## src/rtl/riscv_div_pkg.sv

```systemverilog
// Shared opcode values and FSM state encoding for the RV32M divide sequencer.
package riscv_div_pkg;

   localparam logic [1:0] DIV  = 2'b00;
   localparam logic [1:0] DIVU = 2'b01;
   localparam logic [1:0] REM  = 2'b10;
   localparam logic [1:0] REMU = 2'b11;

   typedef enum logic [2:0] {
      IDLE = 3'd0,
      PREP = 3'd1,
      CALC = 3'd2,
      FIX  = 3'd3,
      DONE = 3'd4
   } div_state_e;

endpackage

```

## src/rtl/adder_n_subtractor.sv

```systemverilog
// Ripple-style add/subtract primitive: sum_o = a_i + (sub_i ? ~b_i : b_i) + c_i.
module adder_n_subtractor #(
   parameter int WIDTH = 33
) (
   input  logic [WIDTH-1:0] a_i,
   input  logic [WIDTH-1:0] b_i,
   input  logic             sub_i,
   input  logic             c_i,
   output logic [WIDTH-1:0] sum_o
);

   assign sum_o = a_i + (sub_i ? ~b_i : b_i) + {{(WIDTH-1){1'b0}}, c_i};

endmodule

```

## src/rtl/div_sequencer.sv

```systemverilog
// Restoring shift-subtract divider for DIV/DIVU/REM/REMU, one quotient bit per cycle.
// Define DIV_EARLY_OUT_EN to skip the iteration loop for divide-by-zero and signed overflow.
//
// state | meaning
// IDLE  | waiting for start; |dividend| formed on accept
// PREP  | |divisor| formed, signs latched, counter loaded
// CALC  | one restoring step per cycle, WIDTH cycles
// FIX   | sign correction and special-case override into result
// DONE  | done pulse, then back to IDLE
module div_sequencer
   import riscv_div_pkg::*;
#(
   parameter int WIDTH = 32
) (
   input  logic             clk,
   input  logic             rst,
   input  logic             start,
   input  logic [1:0]       op,
   input  logic [WIDTH-1:0] dividend,
   input  logic [WIDTH-1:0] divisor,
   input  logic             kill,
   output logic             busy,
   output logic             done,
   output logic [WIDTH-1:0] result
);

   localparam int CW = $clog2(WIDTH);
   localparam int AW = WIDTH + 1;

   div_state_e       state_q, state_d;
   logic [1:0]       op_q, op_d;
   logic [WIDTH-1:0] a_raw_q, a_raw_d, b_raw_q, b_raw_d, b_abs_q, b_abs_d;
   logic [WIDTH-1:0] quo_q, quo_d, rem_q, rem_d, result_q, result_d;
   logic             neg_quo_q, neg_quo_d, neg_rem_q, neg_rem_d;
   logic [CW-1:0]    cnt_q, cnt_d;

   logic [AW-1:0]    add_a, add_b, add_sum;
   logic [WIDTH-1:0] fix_val;
   logic             signed_in, signed_q, div_zero, ovf, special;

   adder_n_subtractor #(.WIDTH(AW)) u_addsub (
      .a_i   (add_a),
      .b_i   (add_b),
      .sub_i (1'b1),
      .c_i   (1'b1),
      .sum_o (add_sum)
   );

   assign signed_in = (op == DIV) || (op == REM);
   assign signed_q  = (op_q == DIV) || (op_q == REM);
   assign div_zero  = (b_raw_q == '0);
   assign ovf       = signed_q && (a_raw_q == {1'b1, {(WIDTH-1){1'b0}}}) && (b_raw_q == '1);
   assign special   = div_zero || ovf;

   always_comb begin
      state_d   = state_q;
      op_d      = op_q;
      a_raw_d   = a_raw_q;
      b_raw_d   = b_raw_q;
      b_abs_d   = b_abs_q;
      quo_d     = quo_q;
      rem_d     = rem_q;
      result_d  = result_q;
      neg_quo_d = neg_quo_q;
      neg_rem_d = neg_rem_q;
      cnt_d     = cnt_q;
      add_a     = '0;
      add_b     = '0;
      fix_val   = '0;

      // The single adder negates with a=0 outside CALC, and subtracts the divisor inside it.
      unique case (state_q)
         IDLE: begin
            add_b = {1'b0, dividend};
            if (start && !kill) begin
               state_d = PREP;
               op_d    = op;
               a_raw_d = dividend;
               b_raw_d = divisor;
               quo_d   = (signed_in && dividend[WIDTH-1]) ? add_sum[WIDTH-1:0] : dividend;
            end
         end
         PREP: begin
            add_b     = {1'b0, b_raw_q};
            b_abs_d   = (signed_q && b_raw_q[WIDTH-1]) ? add_sum[WIDTH-1:0] : b_raw_q;
            neg_quo_d = signed_q && (a_raw_q[WIDTH-1] ^ b_raw_q[WIDTH-1]);
            neg_rem_d = signed_q && a_raw_q[WIDTH-1];
            rem_d     = '0;
            cnt_d     = CW'(WIDTH - 1);
            state_d   = CALC;
`ifdef DIV_EARLY_OUT_EN
            if (special) state_d = FIX;
`endif
         end
         CALC: begin
            add_a = {rem_q, quo_q[WIDTH-1]};
            add_b = {1'b0, b_abs_q};
            rem_d = add_sum[AW-1] ? add_a[WIDTH-1:0] : add_sum[WIDTH-1:0];
            quo_d = {quo_q[WIDTH-2:0], ~add_sum[AW-1]};
            cnt_d = cnt_q - CW'(1);
            if (cnt_q == '0) state_d = FIX;
         end
         FIX: begin
            add_b   = {1'b0, op_q[1] ? rem_q : quo_q};
            fix_val = (op_q[1] ? neg_rem_q : neg_quo_q) ? add_sum[WIDTH-1:0] : add_b[WIDTH-1:0];
            if (div_zero)
               fix_val = op_q[1] ? a_raw_q : '1;
            else if (ovf)
               fix_val = op_q[1] ? '0 : a_raw_q;
            result_d = fix_val;
            state_d  = DONE;
         end
         DONE: state_d = IDLE;
         default: state_d = IDLE;
      endcase

      if (kill && state_q != IDLE) begin
         state_d  = IDLE;
         result_d = result_q;
      end
   end

   always_ff @(posedge clk) begin
      if (rst) begin
         state_q   <= IDLE;
         op_q      <= '0;
         a_raw_q   <= '0;
         b_raw_q   <= '0;
         b_abs_q   <= '0;
         quo_q     <= '0;
         rem_q     <= '0;
         result_q  <= '0;
         neg_quo_q <= 1'b0;
         neg_rem_q <= 1'b0;
         cnt_q     <= '0;
      end else begin
         state_q   <= state_d;
         op_q      <= op_d;
         a_raw_q   <= a_raw_d;
         b_raw_q   <= b_raw_d;
         b_abs_q   <= b_abs_d;
         quo_q     <= quo_d;
         rem_q     <= rem_d;
         result_q  <= result_d;
         neg_quo_q <= neg_quo_d;
         neg_rem_q <= neg_rem_d;
         cnt_q     <= cnt_d;
      end
   end

   assign busy   = (state_q != IDLE);
   assign done   = (state_q == DONE);
   assign result = result_q;

endmodule
```

## config.mk

```make
export PLATFORM = sky130hd
export DESIGN_NAME = div_sequencer
export DESIGN_NICKNAME = d
export VERILOG_FILES = /design/src/rtl/riscv_div_pkg.sv /design/src/rtl/adder_n_subtractor.sv /design/src/rtl/div_sequencer.sv
export SDC_FILE = /design/constraint.sdc
export NUM_CORES = 1
export LEC_CHECK = 0
export CORE_ASPECT_RATIO = 1.25
export CORE_MARGIN = 8
export CORE_UTILIZATION = 40
export CTS_CLUSTER_SIZE = 10
export DETAILED_ROUTE_END_ITERATION = 8
export PLACE_DENSITY_LB_ADDON = 0.1
export SETUP_SLACK_MARGIN = 0.15
export SYNTH_ARGS = -nofsm -noshare
export SYNTH_HDL_FRONTEND = slang
export SYNTH_HIERARCHICAL = 1
export SYNTH_SLANG_ARGS = --single-unit
```

## constraint.sdc

```tcl
create_clock -name clk -period 8 [get_ports clk]
set_input_delay 1.6 -clock clk [delete_from_list [all_inputs] [get_ports clk]]
set_output_delay 1.6 -clock clk [all_outputs]
set_load 0.01 [all_outputs]
```

## Word level (Yosys, flattened, before mapping)

Index checks and enable logic that the tools add are counted.

| operators by class | value |
|---|---|
| $add $sub $neg | 3 |
| multiply operators | 0 |
| div/mod/pow operators | 0 |
| $lt $le $gt $ge | 0 |
| eq/ne operators | 10 |
| shifts and indexed selects | 0 |
| muxes and demuxes | 19 |
| bitwise logic cells | 4 |
| reduce and logical (&&, ||, !) cells | 24 |

Operator list:

| kind | count |
|---|---|
| $mux W32 | 10 |
| $pmux W32 S2 | 2 |
| $pmux W32 S4 | 1 |
| $eq A32 B32 Y1 const B | 2 |
| $add A33 B1 Y33 const B | 1 |
| $add A33 B33 Y33 | 1 |
| $mux W33 | 1 |
| $not A32 Y33 | 1 |
| $logic_not A32 Y1 | 1 |
| $pmux W3 S4 | 1 |
| $pmux W5 S2 | 1 |
| $logic_and A1 B1 Y1 | 8 |
| $reduce_and A2 Y1 | 4 |
| $eq A3 B2 Y1 const B | 2 |
| $mux W3 | 2 |
| $logic_not A5 Y1 | 1 |
| $sub A5 B1 Y5 const B | 1 |
| $eq A2 B2 Y1 const B | 2 |
| $logic_not A2 Y1 | 2 |
| $ne A2 B2 Y1 const B | 2 |
| $reduce_bool A2 Y1 | 2 |
| $eq A3 B1 Y1 const B | 1 |
| $eq A3 B3 Y1 const B | 1 |
| $logic_not A3 Y1 | 1 |
| other kinds (7) | 9 |

| storage, ports and cells | value |
|---|---|
| register bits | 204 |
| latch bits | 0 |
| RAM bits | 0 |
| bits in read-only memories | 0 |
| input port bits | 70 |
| memories | 0 |

## Longest topological paths before layout

Gate-level depths: netlist of the first run.

| depth | value |
|---|---|
| word-level depth | 8 |
| gate-level depth with buffers | 24 |
| depth with buffers taken out | 19 |

## By module

Netlist of the first run, hierarchy kept.

Modules (own cells, without submodules):

| module | times used | cells each | area each (µm²) |
|---|---|---|---|
| div_sequencer | 1 | 1380 | 10558.9 |
| adder_n_subtractor | 1 | 294 | 2185.8 |

## Worst setup path after synthesis of the first run

OpenSTA, ideal clock, no wires.

| timing path | value |
|---|---|
| kind | input port to flip-flop |
| start point | input port dividend[0] |
| end point | register rem_q[10] |
| setup time | 128 ps |
| arrival | 5078 ps |
| data required time | 7872 ps |
| slack | 2794 ps |
| stages on the path | 17 |
| buffers on the path | 2 |
| cell sequence | a221o_1 > xnor2_1 > fa_1 > fa_1 > nor2b_1 > o211ai_1 > a31oi_2 > o21ai_1 > a22oi_2 > a221oi_2 > xnor2_1 > clkbuf_1 > buf_1 > mux2i_1 > nor2_1 > a21oi_1 > nor2_1 |

| between the ends | value |
|---|---|
| word-level cells in the longest chain between the ends | 6 |

RTL lines:

| element | RTL line | RTL |
|---|---|---|
| start: declaration | div_sequencer.sv:19 | `input logic [WIDTH-1:0] dividend,` |
| $pmux W32 S4 | div_sequencer.sv:72 | `unique case (state_q)` |
| $not A32 Y33 | adder_n_subtractor.sv:12 | `assign sum_o = a_i + (sub_i ? ~b_i : b_i) + {{(WIDTH-1){1'b0}}, c_i};` |
| $add A33 B33 Y33 | adder_n_subtractor.sv:12 |  |
| $add A33 B1 Y33 | adder_n_subtractor.sv:12 |  |
| via add_sum[32] | div_sequencer.sv:37 | `logic [AW-1:0] add_a, add_b, add_sum;` |
| $mux W32 | div_sequencer.sv:98 | `rem_d = add_sum[AW-1] ? add_a[WIDTH-1:0] : add_sum[WIDTH-1:0];` |
| $pmux W32 S2 | div_sequencer.sv:72 |  |
| end signal: assignment | div_sequencer.sv:143 | `rem_q <= rem_d;` |
| end: declaration | div_sequencer.sv:33 | `logic [WIDTH-1:0] quo_q, quo_d, rem_q, rem_d, result_q, result_d;` |

The timed path passes the listed nets, and every way through them passes these cells.
A chain may end at the register's enable or synchronous reset.

## Worst setup path in the final report of the first run

| timing path | value |
|---|---|
| start point | register state_q[0] |
| end point | register rem_q[6] |

| between the ends | value |
|---|---|
| word-level cells in the longest chain between the ends | 7 |
| elaborated cells on any way between the ends | 12 |
| those cells by class | 2 x add/sub; 3 x eq/ne; 4 x mux; 1 x bitwise; 2 x reduce/logical |

RTL lines:

| element | RTL line | RTL |
|---|---|---|
| start: declaration | div_sequencer.sv:30 | `div_state_e state_q, state_d;` |
| start signal: assignment | div_sequencer.sv:137 | `state_q <= state_d;` |
| $eq A3 B2 Y1 (tied with other cells) | div_sequencer.sv:72 |  |
| $pmux W32 S4 (*) | div_sequencer.sv:72 |  |
| via add_b[0] | div_sequencer.sv:37 |  |
| $not A32 Y33 (*) | adder_n_subtractor.sv:12 |  |
| $add A33 B33 Y33 (*) | adder_n_subtractor.sv:12 |  |
| $add A33 B1 Y33 (*) | adder_n_subtractor.sv:12 |  |
| via add_sum[32] | div_sequencer.sv:37 |  |
| $mux W32 (*) | div_sequencer.sv:98 |  |
| $pmux W32 S2 (*) | div_sequencer.sv:72 |  |

The timed path passes the listed nets; every way through them passes the cells marked *.

==> reports/metrics.csv, run 1 <==
stage;metric;value;unit
floorplan;die height;216;um
worst_hold_path;Hold Crit Class;register to register;
pwr;Pleak;0.00547;uW
job;Max-Cap Viols;0;
layout;Area Growth Syn to Fin;15.1;%
clock_network;clk root buf;clkbuf_16;
placement;DPL Wire Length;30.9;mm
yosys;synthesized area;12700;um2
yosys;Post-synth ARST share;0;%
layout;share of layout cells above drive strength 1;5.43;%
placement;Placed Cells;2071;
yosys;Synth Flop Type;dfxtp_1;
global_route;gr ovfl total;0;
layout;Non-Filler Instances;2105;
critical_path;Worst Reg2Reg Path Length in Cells;22;
layout;Multi-input gate area;8070;um2
layout;commonest non-fill, non-tap cell in the layout;nand2_1;
placement;Placer Congestion;0.859;
critical_path;worst path required time;8380;ps
global_route;first-pass GRT wire length;70.3;mm
layout;diode count;0;
drt;WL/cell;21.2;um
yosys;synthesized flop and latch total;204;
floorplan;core area;31600;um2
critical_path;worst reg2reg startpoint;state_q[0];
drt;DRT iter0 DRCs;864;
placement;Port Buffers;103;
critical_path;Critical Path Start;state_q[0];
timing;RSZ-0062 raised after global routing;false;
yosys;Seq/Total Area, Yosys;32.0;%
timing;Pins Over Slew Limit;0;
critical_path;worst reg2reg endpoint;rem_q[6];
layout;filler instances;3210;
drt;WL final;44.6;mm
pwr;Peak supply drop;0.165;mV
global_route;Total Routing Usage GR;22.9;%
floorplan;Ports;104;
worst_hold_path;Min-Delay Endpoint;b_abs_q[31];
clock_network;CTS Hold Bufs;0;
status;status;finished, final reports clean;
layout;nets;1790;
clock_network;H-Tree Depth;1;
critical_path;Worst Path Max Fanout;36;
drt;Via Count;12221;
drt;DR DRC count;0;
drt;DR pass1 iterations;5;
critical_path;critical path type;register to register;
floorplan;Die ar.;37900;um2
critical_path;CP peak stage delay;640;ps
timing;clock period minus worst slack;6050;ps
critical_path;most used cell, CP;buf_4;
timing;Hold Fails Final Rpt;0;
clock_network;CTS tree;yes;
yosys;Ys Warns;6;
global_route;initial antenna violation count;0;
floorplan;Die W;176;um
pwr;pwr/cell area;182;nW/um2
global_route;largest net degree at the start of global routing;113;
floorplan;cell row count;73;
clock_network;worst skew pair latency;530;ps
timing;Clock Skews;8.95;ps
critical_path;CP Capture Type;register;
yosys;Gate Count Post-Synth;1674;
timing;part of the cycle the worst path needs;75.6;%
critical_path;Worst path slowest cell;xnor2_2;
worst_hold_path;HP Start;b_abs_q[31];
global_route;vias in the first global route;11810;
clock_network;post-CTS setup buffers;0;
layout;Seq. cell area;4090;um2
critical_path;critical path launch point type;register;
critical_path;Reg2Reg Setup Slack;1950;ps
clock_network;Post-CTS Resized;0;
yosys;EDFF count, synth;0;
timing;Max-Slew Margin vs Limit;30.0;%
yosys;Yosys cell types;67;
drt;DR vias/cell;5.81;
layout;most frequent cells in the layout;250 x nand2_1, 217 x a21oi_1, 203 x dfxtp_1;
yosys;syn_area_per_cell;7.61;um2
worst_hold_path;Worst Hold Path Cells;2;
clock_network;number of CTS-inserted buffers;25;
clock_network;clk sink count;204;
clock_network;maximum buffer depth of the clock tree;3;
floorplan;initial core utilization;40.3;%
timing;Worst Max-Slew Pin Slew;1050;ps
critical_path;crit path cell chain;nor2_2, buf_4, and2_2, buf_4, nand2_1, o21ai_0, a221o_1, xnor2_1, fa_1, fa_1, nor2b_1, o211ai_1, a31oi_2, o21ai_1, a22oi_2, a221oi_2, xnor2_2, buf_4, mux2i_1, nor2_1, a21oi_1, nor2_1;
critical_path;Arr. time, crit path;6430;ps
timing;Fmax;165;MHz
timing;Setup TNS Final;0;ps
clock_network;Reg clk slew, reported paths;60;ps
timing;Final setup viols;0;
drt;Final ANT Viol Nets;0;
-- kinds of logic (layout without fill, tap and decap cells) --
family / after synthesis / in the layout / synth area share [%]
AO/OA/AOI/OAI: 461 / 461 / 23.0
XOR/XNOR: 64 / 64 / 4.40
adder cells (fa/ha/maj): 34 / 34 / 3.46
buffers and inverters: 160 / 178 / 5.25
flip-flops: 204 / 204 / 32.0
multiplexers: 128 / 128 / 10.1
other: 2 / 3 / 0.0589
AND/OR/NAND/NOR: 621 / 621 / 21.8
-- registers in the layout (all words and copies together), names as in the netlist --
signal and flops:
b_raw_q 32, cnt_q 5, neg_quo_q 1, b_abs_q 32
state_q 3, op_q 2, neg_rem_q 1, a_raw_q 32
rem_q 32, result 32, quo_q 32
-- layer usage --
layer | up-vias | global-route usage [%] | wire length, um
met5 | - | 0 | 0
met4 | 0 | 4.16 | 467
met3 | 34 | 4.59 | 3140
met2 | 366 | 35.0 | 19600
met1 | 5883 | 33.0 | 21300
li1 | 5938 | - | -
-- where the power goes --
group          total [uW]  internal, uW  switching [uW]  leakage (uW)
logic                 504           192             312       0.00346
clock network        1050           610             444      0.000346
registers            1110          1060            46.6       0.00166
-- layout make-up --
type                    instances  share of cell area [%]
clock buffers                  32                    4.58
well taps                     412                    3.52
inverters                      17                   0.435
flip-flops and latches        204                    27.9
clock inverters                 2                   0.239
multi-input cells            1311                    55.0
repair buffers                127                    8.35
-- synth_stat cells (35+ instances only) --
master | number | area [um2]
and3_1 | 36 | 225
xor2_1 | 40 | 350
nand2_1 | 251 | 942
buf_2 | 37 | 185
mux2i_1 | 128 | 1280
nor3_1 | 40 | 200
dfxtp_1 | 204 | 4080
a21oi_1 | 217 | 1090
o211ai_1 | 35 | 263
a211oi_1 | 35 | 263
nor2_1 | 184 | 691
clkbuf_1 | 95 | 357
o21ai_0 | 57 | 285
-- per-stage QoR --
stage | total power, uW | util [%] | setup slack (ps) | area, um2 | hold WS (ps)
floorplan | 1450 | - | 2790 | 12700 | 432
global placement | 1620 | 44.2 | 1600 | 14000 | 444
detailed placement | 1620 | 44.2 | 1480 | 14000 | 445
CTS | 2670 | 46.4 | 1940 | 14700 | 455
global route | 2770 | 46.4 | 1510 | 14700 | 477
finish | 2660 | 46.4 | 1950 | 14700 | 454
-- how the worst max path moves through the flow --
stage | slack (ps) | cells after the start | end
floorplan | 2790 | 17 | rem_q[10]
global placement | 1600 | 17 | rem_q[31]
finish | 1950 | 22 | rem_q[6]
detailed placement | 1480 | 17 | rem_q[6]
global route | 1510 | 22 | rem_q[30]
CTS | 1940 | 22 | rem_q[29]
-- worst max-delay path, delay by kind of cell, from the launching register on --
family / cells / cell delay (ps)
muxes: 1 / 250
adders and majority gates: 2 / 830
and+or+nand+nor: 6 / 880
DFF: 1 / 510
xor gates and xnor gates: 2 / 790
buffers and inverters: 3 / 1070
AOI/OAI and AO/OA: 8 / 1510
Note: power is estimated with default switching activity, not from simulation.
==> run 2: changes to the inputs <==
Clock period 8 ns to 6.3 ns, I/O delays scaled along.
==> run 2 against run 1 <==
Compared with the run above:
- worst hold slack about the same
- register-to-register slack worse by 630 ps
- power up 26%
- first-iteration DRC count up 3.8%
- cell area up 0.16%
- maximum frequency up 22%
- clock power up 25%
- combinational power up 28%
==> reports/metrics.csv, run 2 (same netlist as run 1, synthesis figures left out) <==
stage;metric;value;unit;change
critical_path;Worst Path Max Fanout;24;;-33%
timing;RSZ-0062 raised after global routing;false;;
drt;DRT iter0 DRCs;897;;+3.8%
floorplan;die height;216;um;unchanged
timing;clock period minus worst slack;4970;ps;-1070 ps
global_route;initial antenna violation count;0;;unchanged
drt;routed wl met2;19.5;mm;-0.44%
global_route;largest net degree at the start of global routing;79;;-30%
timing;part of the cycle the worst path needs;79.0;%;+3.4 points
timing;Final setup viols;0;;unchanged
drt;DR top layer;met4;;
floorplan;cell row count;73;;unchanged
critical_path;Arr. time, crit path;5360;ps;-1070 ps
clock_network;post-CTS setup buffers;0;;unchanged
floorplan;core area;31600;um2;unchanged
floorplan;initial core utilization;40.3;%;unchanged
critical_path;Worst Reg2Reg Path Length in Cells;18;;-18%
layout;filler instances;3244;;+1.1%
drt;WL final;45.3;mm;+1.7%
pwr;pwr/cell area;229;nW/um2;+26%
layout;post-route cell area;14700;um2;+0.16%
global_route;vias in the first global route;11841;;+0.26%
pwr;Pleak;0.00549;uW;+0.30%
global_route;first-pass GRT wire length;70.7;mm;+0.63%
layout;final core area utilization;46.5;%;+0.075 points
floorplan;Die W;176;um;unchanged
placement;DPL Wire Length;31.6;mm;+2.4%
timing;Hold Fails Final Rpt;0;;unchanged
clock_network;Reg clk slew, reported paths;60;ps;about the same
placement;Placed Cells;2075;;+0.19%
worst_hold_path;Hold Crit Class;register to register;;
timing;Final WS setup;1330;ps;-627 ps
job;Max-Cap Viols;0;;unchanged
placement;Placer Congestion;0.878;;+2.2%
layout;Non-Filler Instances;2112;;+0.33%
timing;Max-Slew Margin vs Limit;41.2;%;+11 points
placement;Placed Area;14000;um2;+0.22%
layout;commonest non-fill, non-tap cell in the layout;nand2_1;;
worst_hold_path;HP Start;b_abs_q[31];;
layout;nets;1794;;+0.22%
timing;Worst Max-Slew Pin Slew;882;ps;-168 ps
timing;Setup TNS Final;0;ps;unchanged
critical_path;CP Capture Type;register;;
layout;Area Growth Syn to Fin;15.2;%;
worst_hold_path;Min-Delay Endpoint;b_abs_q[31];;
drt;DR DRC count;0;;unchanged
drt;DR pass1 iterations;5;;unchanged
clock_network;worst skew pair latency;530;ps;about the same
timing;Pins Over Slew Limit;0;;unchanged
floorplan;Die ar.;37900;um2;unchanged
layout;most frequent cells in the layout;250 x nand2_1, 217 x a21oi_1, 203 x dfxtp_1;;
critical_path;critical path type;register to register;;
placement;Port Buffers;103;;unchanged
clock_network;H-Tree Depth;1;;unchanged
drt;met1 WL;21.6;mm;+1.1%
timing;Fmax;201;MHz;+22%
clock_network;CTS tree;yes;;
drt;WL/cell;21.5;um;+1.3%
drt;met3 WL;2.96;mm;-5.7%
pwr;Peak supply drop;0.196;mV;+19%
drt;DR vias/cell;5.80;;-0.12%
critical_path;worst path required time;6690;ps;-1690 ps
drt;Final ANT Viol Nets;0;;unchanged
clock_network;CTS Hold Bufs;0;;unchanged
critical_path;worst reg2reg endpoint;rem_q[4];;
timing;Clock Skews;10.1;ps;+1.16 ps
clock_network;maximum buffer depth of the clock tree;3;;unchanged
layout;share of layout cells above drive strength 1;5.65;%;+0.22 points
critical_path;Reg2Reg Setup Slack;1330;ps;-630 ps
global_route;gr ovfl total;0;;unchanged
clock_network;clk sink count;204;;unchanged
worst_hold_path;Worst Hold Path Cells;2;;unchanged
clock_network;clk root buf;clkbuf_16;;
critical_path;worst reg2reg startpoint;op_q[1];;
floorplan;Ports;104;;unchanged
global_route;Total Routing Usage GR;23.3;%;+0.33 points
clock_network;Post-CTS Resized;0;;unchanged
clock_network;number of CTS-inserted buffers;25;;unchanged
placement;pre-CTS WS;815;ps;-664 ps
status;status;finished, final reports clean;;
drt;Via Count;12247;;+0.21%
critical_path;critical path launch point type;register;;
run 2: cell types whose count changed in the layout (fill, tap and decap cells not counted), sizes merged:
| cell | previous run | this run |
|---|---|---|
| diode | 0 | 1 |
| clkbuf | 32 | 35 |
| buf | 25 | 29 |
| bufinv | 1 | 0 |
run 2: per-layer routing:
layer	up-vias	GRT usage, %
met4	0	7.39
met3	72	4.16
li1	5950	-
met2	376	34.8
met1	5849	33.2
met5	-	0
run 2: area by class of cell:
class                   instances  area, um2  share of cell area (%)
clock buffers                  35        693                    4.72
inverters                      17       63.8                   0.434
multi-input cells            1311       8070                    54.9
repair buffers                131       1250                    8.54
diodes                          1       2.50                  0.0170
clock inverters                 1       5.00                  0.0341
well taps                     412        515                    3.51
flip-flops and latches        204       4090                    27.8
run 2: where the power goes:
part | internal [uW] | leakage, uW | switching, uW
registers | 1340 | 0.00166 | 58.0
logic | 246 | 0.00348 | 400
clock network | 750 | 0.000342 | 564
total | 2340 | 0.00549 | 1020
run 2: worst max-delay path by stage:
| stage | slack [ps] | end | cells after the start | startpoint |
|---|---|---|---|---|
| 4_1_cts | 1370 | rem_q[4] | 17 | dividend[0] |
| 3_5_place_dp | 820 | rem_q[4] | 17 | dividend[0] |
| 2_1_floorplan | 1430 | rem_q[10] | 17 | dividend[0] |
| 5_1_grt | 1010 | rem_q[17] | 18 | op_q[1] |
| 3_3_place_gp | 890 | rem_q[5] | 17 | dividend[0] |
| 6_report | 1330 | rem_q[4] | 18 | op_q[1] |
run 2: worst max-delay path, cell delays in order (launching register included):
cell      delay [ps]
dfxtp_2          640
buf_4            530
mux2i_1          290
o21ai_0          100
a221o_1          300
xor2_1           150
ha_1             330
a21oi_1          280
o211ai_1         170
and2_1           200
o21ai_1          270
a22oi_2          160
a221oi_2         360
xnor2_2          160
buf_4            360
mux2i_1          240
nor2_1            50
a21oi_1          140
nor2_1            50
run 2: metrics by stage:
stage / hold WS [ps] / total power (uW)
3_3_place_gp: 444 / 2060
3_5_place_dp: 444 / 2060
6_report: 455 / 3360
5_1_grt: 478 / 3490
2_1_floorplan: 432 / 1850
4_1_cts: 453 / 3380
